<file path="src/rtl/idu_exu_pipe_reg.sv">
// ID->EX pipeline register with valid/ready handshake, load-use bubble
// insertion, WB refresh of held operands and branch-flush squash.
module idu_exu_pipe_reg #(
   parameter int WIDTH = 32,
   parameter int CNT_W = 32
) (
   input  logic             clk,
   input  logic             rst_n,
   input  logic             id_valid,
   output logic             id_ready,
   input  logic [WIDTH-1:0] id_pc,
   input  logic [WIDTH-1:0] id_imm,
   input  logic [15:0]      id_ctrl,
   input  logic [4:0]       id_rf_raddr1,
   input  logic [4:0]       id_rf_raddr2,
   input  logic             id_rf_ren1,
   input  logic             id_rf_ren2,
   input  logic [WIDTH-1:0] id_rf_rdata1,
   input  logic [WIDTH-1:0] id_rf_rdata2,
   input  logic [4:0]       id_rf_waddr,
   input  logic             id_rf_we,
   input  logic             id_mem_re,
   output logic             ex_valid,
   input  logic             ex_ready,
   output logic [WIDTH-1:0] ex_pc,
   output logic [WIDTH-1:0] ex_imm,
   output logic [15:0]      ex_ctrl,
   output logic [4:0]       ex_rf_raddr1,
   output logic [4:0]       ex_rf_raddr2,
   output logic [WIDTH-1:0] ex_rf_rdata1,
   output logic [WIDTH-1:0] ex_rf_rdata2,
   output logic [4:0]       ex_rf_waddr,
   output logic             ex_rf_we,
   output logic             ex_mem_re,
   input  logic             flush,
   input  logic             wb_rf_we,
   input  logic [4:0]       wb_rf_waddr,
   input  logic [WIDTH-1:0] wb_rf_wdata,
   output logic [CNT_W-1:0] stall_cnt
);

   logic ex_we_q;
   logic ex_mre_q;
   logic can_upd;
   logic rs_match;
   logic hazard;

   // Handshake and load-use hazard detection against the load held in EX
   always_comb begin
      can_upd  = !ex_valid || ex_ready;
      rs_match = (id_rf_ren1 && (id_rf_raddr1 == ex_rf_waddr)) ||
                 (id_rf_ren2 && (id_rf_raddr2 == ex_rf_waddr));
      hazard   = ex_valid && ex_mre_q && ex_we_q && (ex_rf_waddr != 5'd0) &&
                 id_valid && rs_match;
      id_ready = can_upd && !hazard && !flush;
   end

   // Side-effect flags are qualified by valid so an empty slot never writes
   always_comb begin
      ex_rf_we  = ex_valid && ex_we_q;
      ex_mem_re = ex_valid && ex_mre_q;
   end

   // EX register update: flush > bubble > load > drain > hold with WB refresh
   always_ff @(posedge clk or negedge rst_n) begin
      if (!rst_n) begin
         ex_valid     <= 1'b0;
         ex_pc        <= '0;
         ex_imm       <= '0;
         ex_ctrl      <= '0;
         ex_rf_raddr1 <= '0;
         ex_rf_raddr2 <= '0;
         ex_rf_rdata1 <= '0;
         ex_rf_rdata2 <= '0;
         ex_rf_waddr  <= '0;
         ex_we_q      <= 1'b0;
         ex_mre_q     <= 1'b0;
         stall_cnt    <= '0;
      end else if (flush) begin
         ex_valid <= 1'b0;
      end else if (can_upd) begin
         if (hazard) begin
            ex_valid  <= 1'b0;
            stall_cnt <= stall_cnt + CNT_W'(1);
         end else if (id_valid) begin
            ex_valid     <= 1'b1;
            ex_pc        <= id_pc;
            ex_imm       <= id_imm;
            ex_ctrl      <= id_ctrl;
            ex_rf_raddr1 <= id_rf_raddr1;
            ex_rf_raddr2 <= id_rf_raddr2;
            ex_rf_rdata1 <= id_rf_rdata1;
            ex_rf_rdata2 <= id_rf_rdata2;
            ex_rf_waddr  <= id_rf_waddr;
            ex_we_q      <= id_rf_we;
            ex_mre_q     <= id_mem_re;
         end else begin
            ex_valid <= 1'b0;
         end
      end else begin
         if (wb_rf_we && (wb_rf_waddr != 5'd0) && (wb_rf_waddr == ex_rf_raddr1))
            ex_rf_rdata1 <= wb_rf_wdata;
         if (wb_rf_we && (wb_rf_waddr != 5'd0) && (wb_rf_waddr == ex_rf_raddr2))
            ex_rf_rdata2 <= wb_rf_wdata;
      end
   end

endmodule

</file>
<file path="config.mk">
export PLATFORM = sky130hd
export DESIGN_NAME = idu_exu_pipe_reg
export DESIGN_NICKNAME = d
export VERILOG_FILES = /design/src/rtl/idu_exu_pipe_reg.sv
export SDC_FILE = /design/constraint.sdc
export NUM_CORES = 1
export LEC_CHECK = 0
export BUFFER_PORTS_ARGS = -buffer_cell sky130_fd_sc_hd__buf_2
export CAP_MARGIN = 25
export CELL_PAD_IN_SITES_DETAIL_PLACEMENT = 0
export CELL_PAD_IN_SITES_GLOBAL_PLACEMENT = 2
export CORE_ASPECT_RATIO = 1.4
export CORE_MARGIN = 2
export CORE_UTILIZATION = 25
export CTS_CLUSTER_SIZE = 12
export DETAILED_ROUTE_END_ITERATION = 10
export GPL_ROUTABILITY_DRIVEN = 0
export MAX_ROUTING_LAYER = met4
export PLACE_DENSITY = 0.76
export RECOVER_POWER = 100
export SLEW_MARGIN = 20
export SYNTH_ARGS = -nofsm -noshare
export SYNTH_HDL_FRONTEND = slang
export SYNTH_SLANG_ARGS = --single-unit
</file>
<file path="constraint.sdc">
create_clock -name clk -period 2.5 [get_ports clk]
set_input_delay 0.5 -clock clk [delete_from_list [all_inputs] [get_ports clk]]
set_output_delay 0.5 -clock clk [all_outputs]
set_load 0.01 [all_outputs]
</file>
==> results of run 1 <==
[placed cells by master (no fill, tap or decap), drive strengths merged, types with 12 or more instances in the layout]
cell and instances:
o32ai 64, nor4 15, nand4 16, mux2 98, xor2 34, nor3 12
clkbuf 205, nor2 70, dfrtp 194, a21oi 129, buf 258, nand3 15
nand2 79, and2 37, o221a 64, xnor2 17
[stage by stage]
stage | power [µW] | TNS, ns | area (µm²) | utilization | setup slack [ns]
after floorplan | 5260 | 0 | 10100 | - | 0.254
after global placement | 6380 | 0 | 13000 | 0.328 | 0.113
after detailed placement | 6440 | 0 | 13000 | 0.328 | 0.112
after CTS | 9330 | 0 | 13600 | 0.344 | 0.00495
after global routing | 9610 | -0.0180 | 13400 | 0.339 | -0.0180
final | 9080 | 0 | 13400 | 0.339 | 0.0970
[registers in the layout, indices dropped and copies added (netlist names)]
signal        cells
ex_ctrl          16
ex_imm           32
ex_mre_q          1
ex_pc            32
ex_rf_raddr1      5
ex_rf_raddr2      5
ex_rf_rdata1     32
ex_rf_rdata2     32
ex_rf_waddr       5
ex_valid          1
ex_we_q           1
stall_cnt        32
[cells by family after synthesis]
| family | count (synthesis) |
|---|---|
| and+or+nand+nor | 261 |
| xor gates and xnor gates | 51 |
| buffers and inverters | 86 |
| adders and majority gates | 1 |
| DFF | 194 |
| muxes | 98 |
| AOI/OAI and AO/OA | 266 |
[how the worst min path moves through the flow]
stage	start	end	slack, ns
global route	id_ctrl[5]	ex_ctrl[5]	0.25
detailed placement	rst_n	ex_ctrl[11]	0.46
global placement	rst_n	ex_imm[2]	0.46
CTS	id_imm[1]	ex_imm[1]	0.24
finish	id_imm[1]	ex_imm[1]	0.27
floorplan	rst_n	ex_ctrl[0]	0.20
[routing by layer]
layer  GRT usage  vias to the layer above  part of all wire
met5           -                        -                 0
met4      0.0681                        0             0.026
met3      0.0352                       46             0.055
met2       0.302                      345              0.51
met1       0.213                     4636              0.41
li1            -                     4344                 -
[cells in the mapped netlist (all sizes together) (4+ instances only)]
library cell | instances | area, µm²
and2 | 37 | 231
nor2 | 70 | 263
dfrtp | 194 | 4850
o32ai | 64 | 561
xor2 | 34 | 298
or3 | 4 | 25.0
a21oi | 129 | 657
nand3 | 15 | 75.1
nand2 | 79 | 297
nor4 | 15 | 93.8
nor3 | 12 | 60.1
o221a | 64 | 721
mux2 | 98 | 1100
buf | 26 | 156
clkbuf | 58 | 218
nand4 | 16 | 100
xnor2 | 17 | 149
and4 | 4 | 35.0
[cell type report]
class	instances	share of cell area
inverters	2	0.000562
clock inverters	13	0.0103
multi-input cells	677	0.370
repair buffers	445	0.172
flip-flops and latches	194	0.363
clock buffers	19	0.0339
diodes	4	0.000749
well taps	528	0.0494
[power groups by stage]
| stage | Clock [µW] | Combinational (µW) | Sequential, µW |
|---|---|---|---|
| CTS | 2940 | 2380 | 4020 |
| finish | 2830 | 2220 | 4030 |
| global route | 3060 | 2440 | 4110 |
| floorplan | 0 | 1010 | 4240 |
| global placement | 0 | 2330 | 4050 |
| detailed placement | 0 | 2370 | 4070 |
[timing repair]
| action | 4_1_cts | 5_1_grt |
|---|---|---|
| setup buffers | 0 | 2 |
| endpoints found under the hold margin | 50 | 0 |
| pin swaps | 2 | 3 |
| gates resized for setup | 5 | 8 |
| setup endpoints to repair | 1 | 1 |
| hold buffers | 1 | 0 |
==> metrics.yaml, run 1 <==
maxCapViolCount: 0
grt_pass1_vias: 9653
syn_to_final_growth_pct: 33.0
place_inst: 1843
synth_cells: 957
synth_mux_area_frac: 0.110
grt_first_pass_wirelength_mm: 56.6
end_kind: "output pin"
p_per_area_mw_per_mm2: 679
worstReg2RegStart: "ex_rf_waddr[0]"
crit_path_start_kind: "flip-flop"
cp_data_arrival_time_ns: 1.90
clkLatencyLatePin_ns: 0.45
die_w_um: 173
syn_nets: 1164
power_frac_clock: 0.312
status: "completed"
core_area_mm2: 0.0395
port_buffers: 400
fin_cells: 1882
holdWs_ns: 0.267
critPathMaxStageDelay_ns: 0.59
clk_path_buf_depth: 2
dieArea_mm2: 0.0419
synth_xor_area_frac: 0.0444
start_util: 0.255
hold_depth: 2
required_ns: 2.00
crit_path_cell_trace: "or4_4 -> o21ai_4 -> nor2_2 -> nor2_1 -> buf_2"
netlist_area_mm2: 0.0101
grt_max_degree: 84
yosys_warnings: 0
rsz0062_at_grt: "true"
ant_nets: 0
grtUsageTotal: 0.179
worstSetupEndpoint: "id_ready"
max-vdd-ir-drop_v: 0.000375
async_reset_ff_frac: 1.00
clkTransAtPathRegs_ns: 0.08
synth_top_family_by_area: "compound AO/OA/AOI/OAI gates"
switching_power_uw: 3040
dpl.hpwl_mm: 26.3
slew_headroom: 0.0799
fin_crit_sh: 0.961
grt_overflow: 0
r2r_cells: 6
drive_above_1_share: 0.325
final_hold_viol_count: 0
seq_area_mm2: 0.00486
cts_root_buffer: "clkbuf_16"
finalSetupViolations: 0
skew_ns: 0.0139
routed_wl_mm: 37.4
antenna_found_initial: 4
rr_endpoint: "ex_ctrl[0]"
io_pins: 401
yosys.area_share.simple: 0.124
worstMarginPinSlew_ns: 1.38
wire_per_inst_um: 19.9
swShare: 0.335
cp_top_family: "simple AND/OR/NAND/NOR gates"
synthAdderAreaFrac: 0.00124
path_depth: 5
vias: 9371
ys_seq_area_frac: 0.483
nFillCells: 4200
cp_num_buf_inv: 1
cts_buffers: 17
nets: 1544
slowest_stage: "or4_4"
drc_errors: 0
num_rows: 86
crit_start: "ex_rf_waddr[0]"
cp_max_fo: 2
hp-class: "in2reg"
die_h_um: 241
drt-initial-drc-count: 596
synth_edf_count: 0
multiInputGateArea_mm2: 0.00494
cts_tree: "yes"
vias_per_cell: 4.98
drt_first_pass_iters: 5
combPwrFrac: 0.244
period_minus_slack_ns: 2.40
power_frac_seq: 0.444
reg2reg_slack_ns: 0.21
yosys_register_bits: 194
syn_avg_cell_area_um2: 10.5
synth_compound_area_frac: 0.199
leakage_uw: 0.00571
fmax_mhz: 416
htree_levels: 4
final_max_slew_viol_count: 0
ys_dominant_reg_cell: "dfrtp_1"
cts.sinks: 194
internal-power_uw: 6040
synth_cell_type_count: 40
critPathKind: "reg2out"
No activity file was read; power rests on OpenSTA's default activity.
==> inputs of run 2 (changes only) <==
--- a/config.mk
+++ b/config.mk
@@ -7,5 +7,5 @@
 export LEC_CHECK = 0
 export BUFFER_PORTS_ARGS = -buffer_cell sky130_fd_sc_hd__buf_2
-export CAP_MARGIN = 25
+export CAP_MARGIN = 20
 export CELL_PAD_IN_SITES_DETAIL_PLACEMENT = 0
 export CELL_PAD_IN_SITES_GLOBAL_PLACEMENT = 2
==> constraint.sdc (replaced) <==
create_clock -name clk -period 2.5 [get_ports clk]
set_input_delay 0.25 -clock clk [delete_from_list [all_inputs] [get_ports clk]]
set_output_delay 0.25 -clock clk [all_outputs]
set_load 0.01 [all_outputs]
==> metrics.yaml, run 2 (synthesis results as in run 1) <==
status: "finished, violations left"  # was completed
violations: "capacitance limit, slew limit"
pre_cts_ws_ns: 0.111  # was 0.112 ns
port_buffers: 400  # unchanged
required_ns: 2.82  # was 2.00 ns
dpl.hpwl_mm: 26.8  # was 26.3 mm
ant_nets: 0  # unchanged
finalSetupViolations: 0  # unchanged
fin_crit_sh: 0.969  # was 0.961
grt_max_degree: 132  # was 84
crit_path_start_kind: "flip-flop"  # unchanged
grt_first_pass_wirelength_mm: 58.3  # was 56.6 mm
wl_met3_mm: 2.01  # was 2.08 mm
tns_ns: 0  # unchanged
hp-class: "in2reg"  # unchanged
drc_errors: 0  # unchanged
maxCapViolCount: 1  # was 0
die_w_um: 173  # unchanged
wire_per_inst_um: 20.0  # was 19.9 µm
num_rows: 86  # unchanged
clk_path_buf_depth: 2  # unchanged
rsz0062_at_grt: "false"  # was true
start_util: 0.255  # unchanged
nFillCells: 4210  # was 4200
dpl-instance-area_mm2: 0.0130  # about the same
final_common_cell: "buf_2"  # unchanged
htree_levels: 4  # unchanged
drive_above_1_share: 0.303  # was 0.325
io_pins: 401  # unchanged
final_cell_area_mm2: 0.0137  # was 0.0134 mm²
final_max_slew_viol_count: 58  # was 0
period_minus_slack_ns: 2.42  # was 2.40 ns
fin_ws_ns: 0.0767  # was 0.0970 ns
vias: 9588  # was 9371
vias_per_cell: 4.97  # was 4.98
wl_met1_mm: 15.9  # was 15.3 mm
slew_headroom: -0.103  # was 0.0799
cp_max_fo: 14  # was 2
grt_pass1_vias: 10100  # was 9653
clkLatencyLatePin_ns: 0.46  # was 0.45 ns
utilization: 0.347  # was 0.339
met2_length_mm: 19.3  # was 19.1 mm
dieArea_mm2: 0.0419  # unchanged
p_per_area_mw_per_mm2: 665  # was 679 mW/mm²
end_kind: "flip-flop"  # was output pin
routed_wl_mm: 38.5  # was 37.4 mm
core_area_mm2: 0.0395  # unchanged
critPathKind: "reg2reg"  # was reg2out
top_layer_used: "met4"  # unchanged
clkTransAtPathRegs_ns: 0.09  # was 0.08 ns
cts.sinks: 194  # unchanged
worstMarginPinSlew_ns: 1.65  # was 1.38 ns
cts_root_buffer: "clkbuf_16"  # unchanged
syn_to_final_growth_pct: 36.3  # was 33.0%
cts_tree: "yes"  # unchanged
power.total_uw: 9110  # was 9080 µW
fmax_mhz: 413  # was 416 MHz
nets: 1590  # was 1544
drt_first_pass_iters: 4  # was 5
max-vdd-ir-drop_v: 0.000431  # was 0.000375 V
drt-initial-drc-count: 665  # was 596
leakage_uw: 0.00581  # was 0.00571 µW
cp_data_arrival_time_ns: 2.74  # was 1.90 ns
grtUsageTotal: 0.185  # was 0.179
final_hold_viol_count: 0  # unchanged
die_h_um: 241  # unchanged
grt_overflow: 0  # unchanged
skew_ns: 0.0169  # was 0.0139 ns
antenna_found_initial: 6  # was 4
layout_common_cells: "buf_2, clkbuf_1, dfrtp_1"  # was buf_2, dfrtp_1, clkbuf_1
cts_buffers: 17  # unchanged
==> run 2: cell count changes in the layout (fill, tap and decap cells not counted), moves of 3 or more <==
cell | previous run | this run
dlygate4sd3_1 | 1 | 44
clkbuf_1 | 185 | 198
buf_4 | 24 | 15
clkinv_8 | 2 | 5
xnor2_1 | 14 | 17
xnor2_2 | 3 | 0
==> run 2: worst paths after layout <==
path                                startpoint             to  slack (ns)  depth (start not counted)
worst max-delay path            ex_rf_waddr[0]  stall_cnt[28]        0.08                          7
max in group asynchronous                rst_n     ex_ctrl[8]        0.46                          3
worst max register to register  ex_rf_waddr[0]  stall_cnt[28]        0.08                          7
min in group asynchronous                rst_n      ex_imm[0]        0.76                          2
worst min register to register   stall_cnt[31]  stall_cnt[31]        0.48                          1
worst min-delay path                 id_imm[9]      ex_imm[9]        0.02                          2
==> run 2: area by class of cell <==
| type | count | area, µm² | area share |
|---|---|---|---|
| Timing Repair Buffer | 491 | 2670 | 0.195 |
| Tap cell | 528 | 661 | 0.0482 |
| Clock buffer | 18 | 429 | 0.0313 |
| Clock inverter | 14 | 164 | 0.0120 |
| Multi-Input combinational cell | 677 | 4900 | 0.358 |
| Sequential cell | 194 | 4860 | 0.354 |
| Inverter | 2 | 7.51 | 0.000548 |
| Antenna cell | 6 | 15.0 | 0.00110 |
==> run 2: critical path, cell delays in order (launching register included) <==
cell	delay, ns
dfrtp_1	0.44
or4_4	0.58
o21a_4	0.23
buf_4	0.20
nand2_1	0.12
clkbuf_1	0.41
nor4_1	0.14
xor2_1	0.16
==> run 2: per-stage QoR <==
| stage | instances | hold WS [ns] |
|---|---|---|
| global route | 1930 | 0.00129 |
| detailed placement | 1845 | 0.235 |
| finish | 1930 | 0.0228 |
| CTS | 1921 | 0.000377 |
| floorplan | 957 | -0.0456 |
| global placement | 1845 | 0.236 |
==> run 2: routing by layer <==
layer  up-vias  track usage
met5         -            -
met4         0       0.0760
met3        58       0.0359
met2       365        0.310
met1      4719        0.218
li1       4446            -
==> run 2: power breakdown <==
part | leakage [µW] | switching (µW) | total (µW) | internal [µW]
clock network | 0.000284 | 1470 | 2820 | 1350
logic | 0.00316 | 1200 | 2250 | 1060
registers | 0.00237 | 426 | 4040 | 3620
total | 0.00581 | 3090 | 9110 | 6020
==> run 2: repair_timing <==
item,in CTS,in global routing
gates cloned,0,0
hold buffers,44,0
buffers inserted,0,3
pin swaps,0,2
resized for setup,2,3
setup endpoints to repair,1,4
endpoints found under the hold margin,99,0
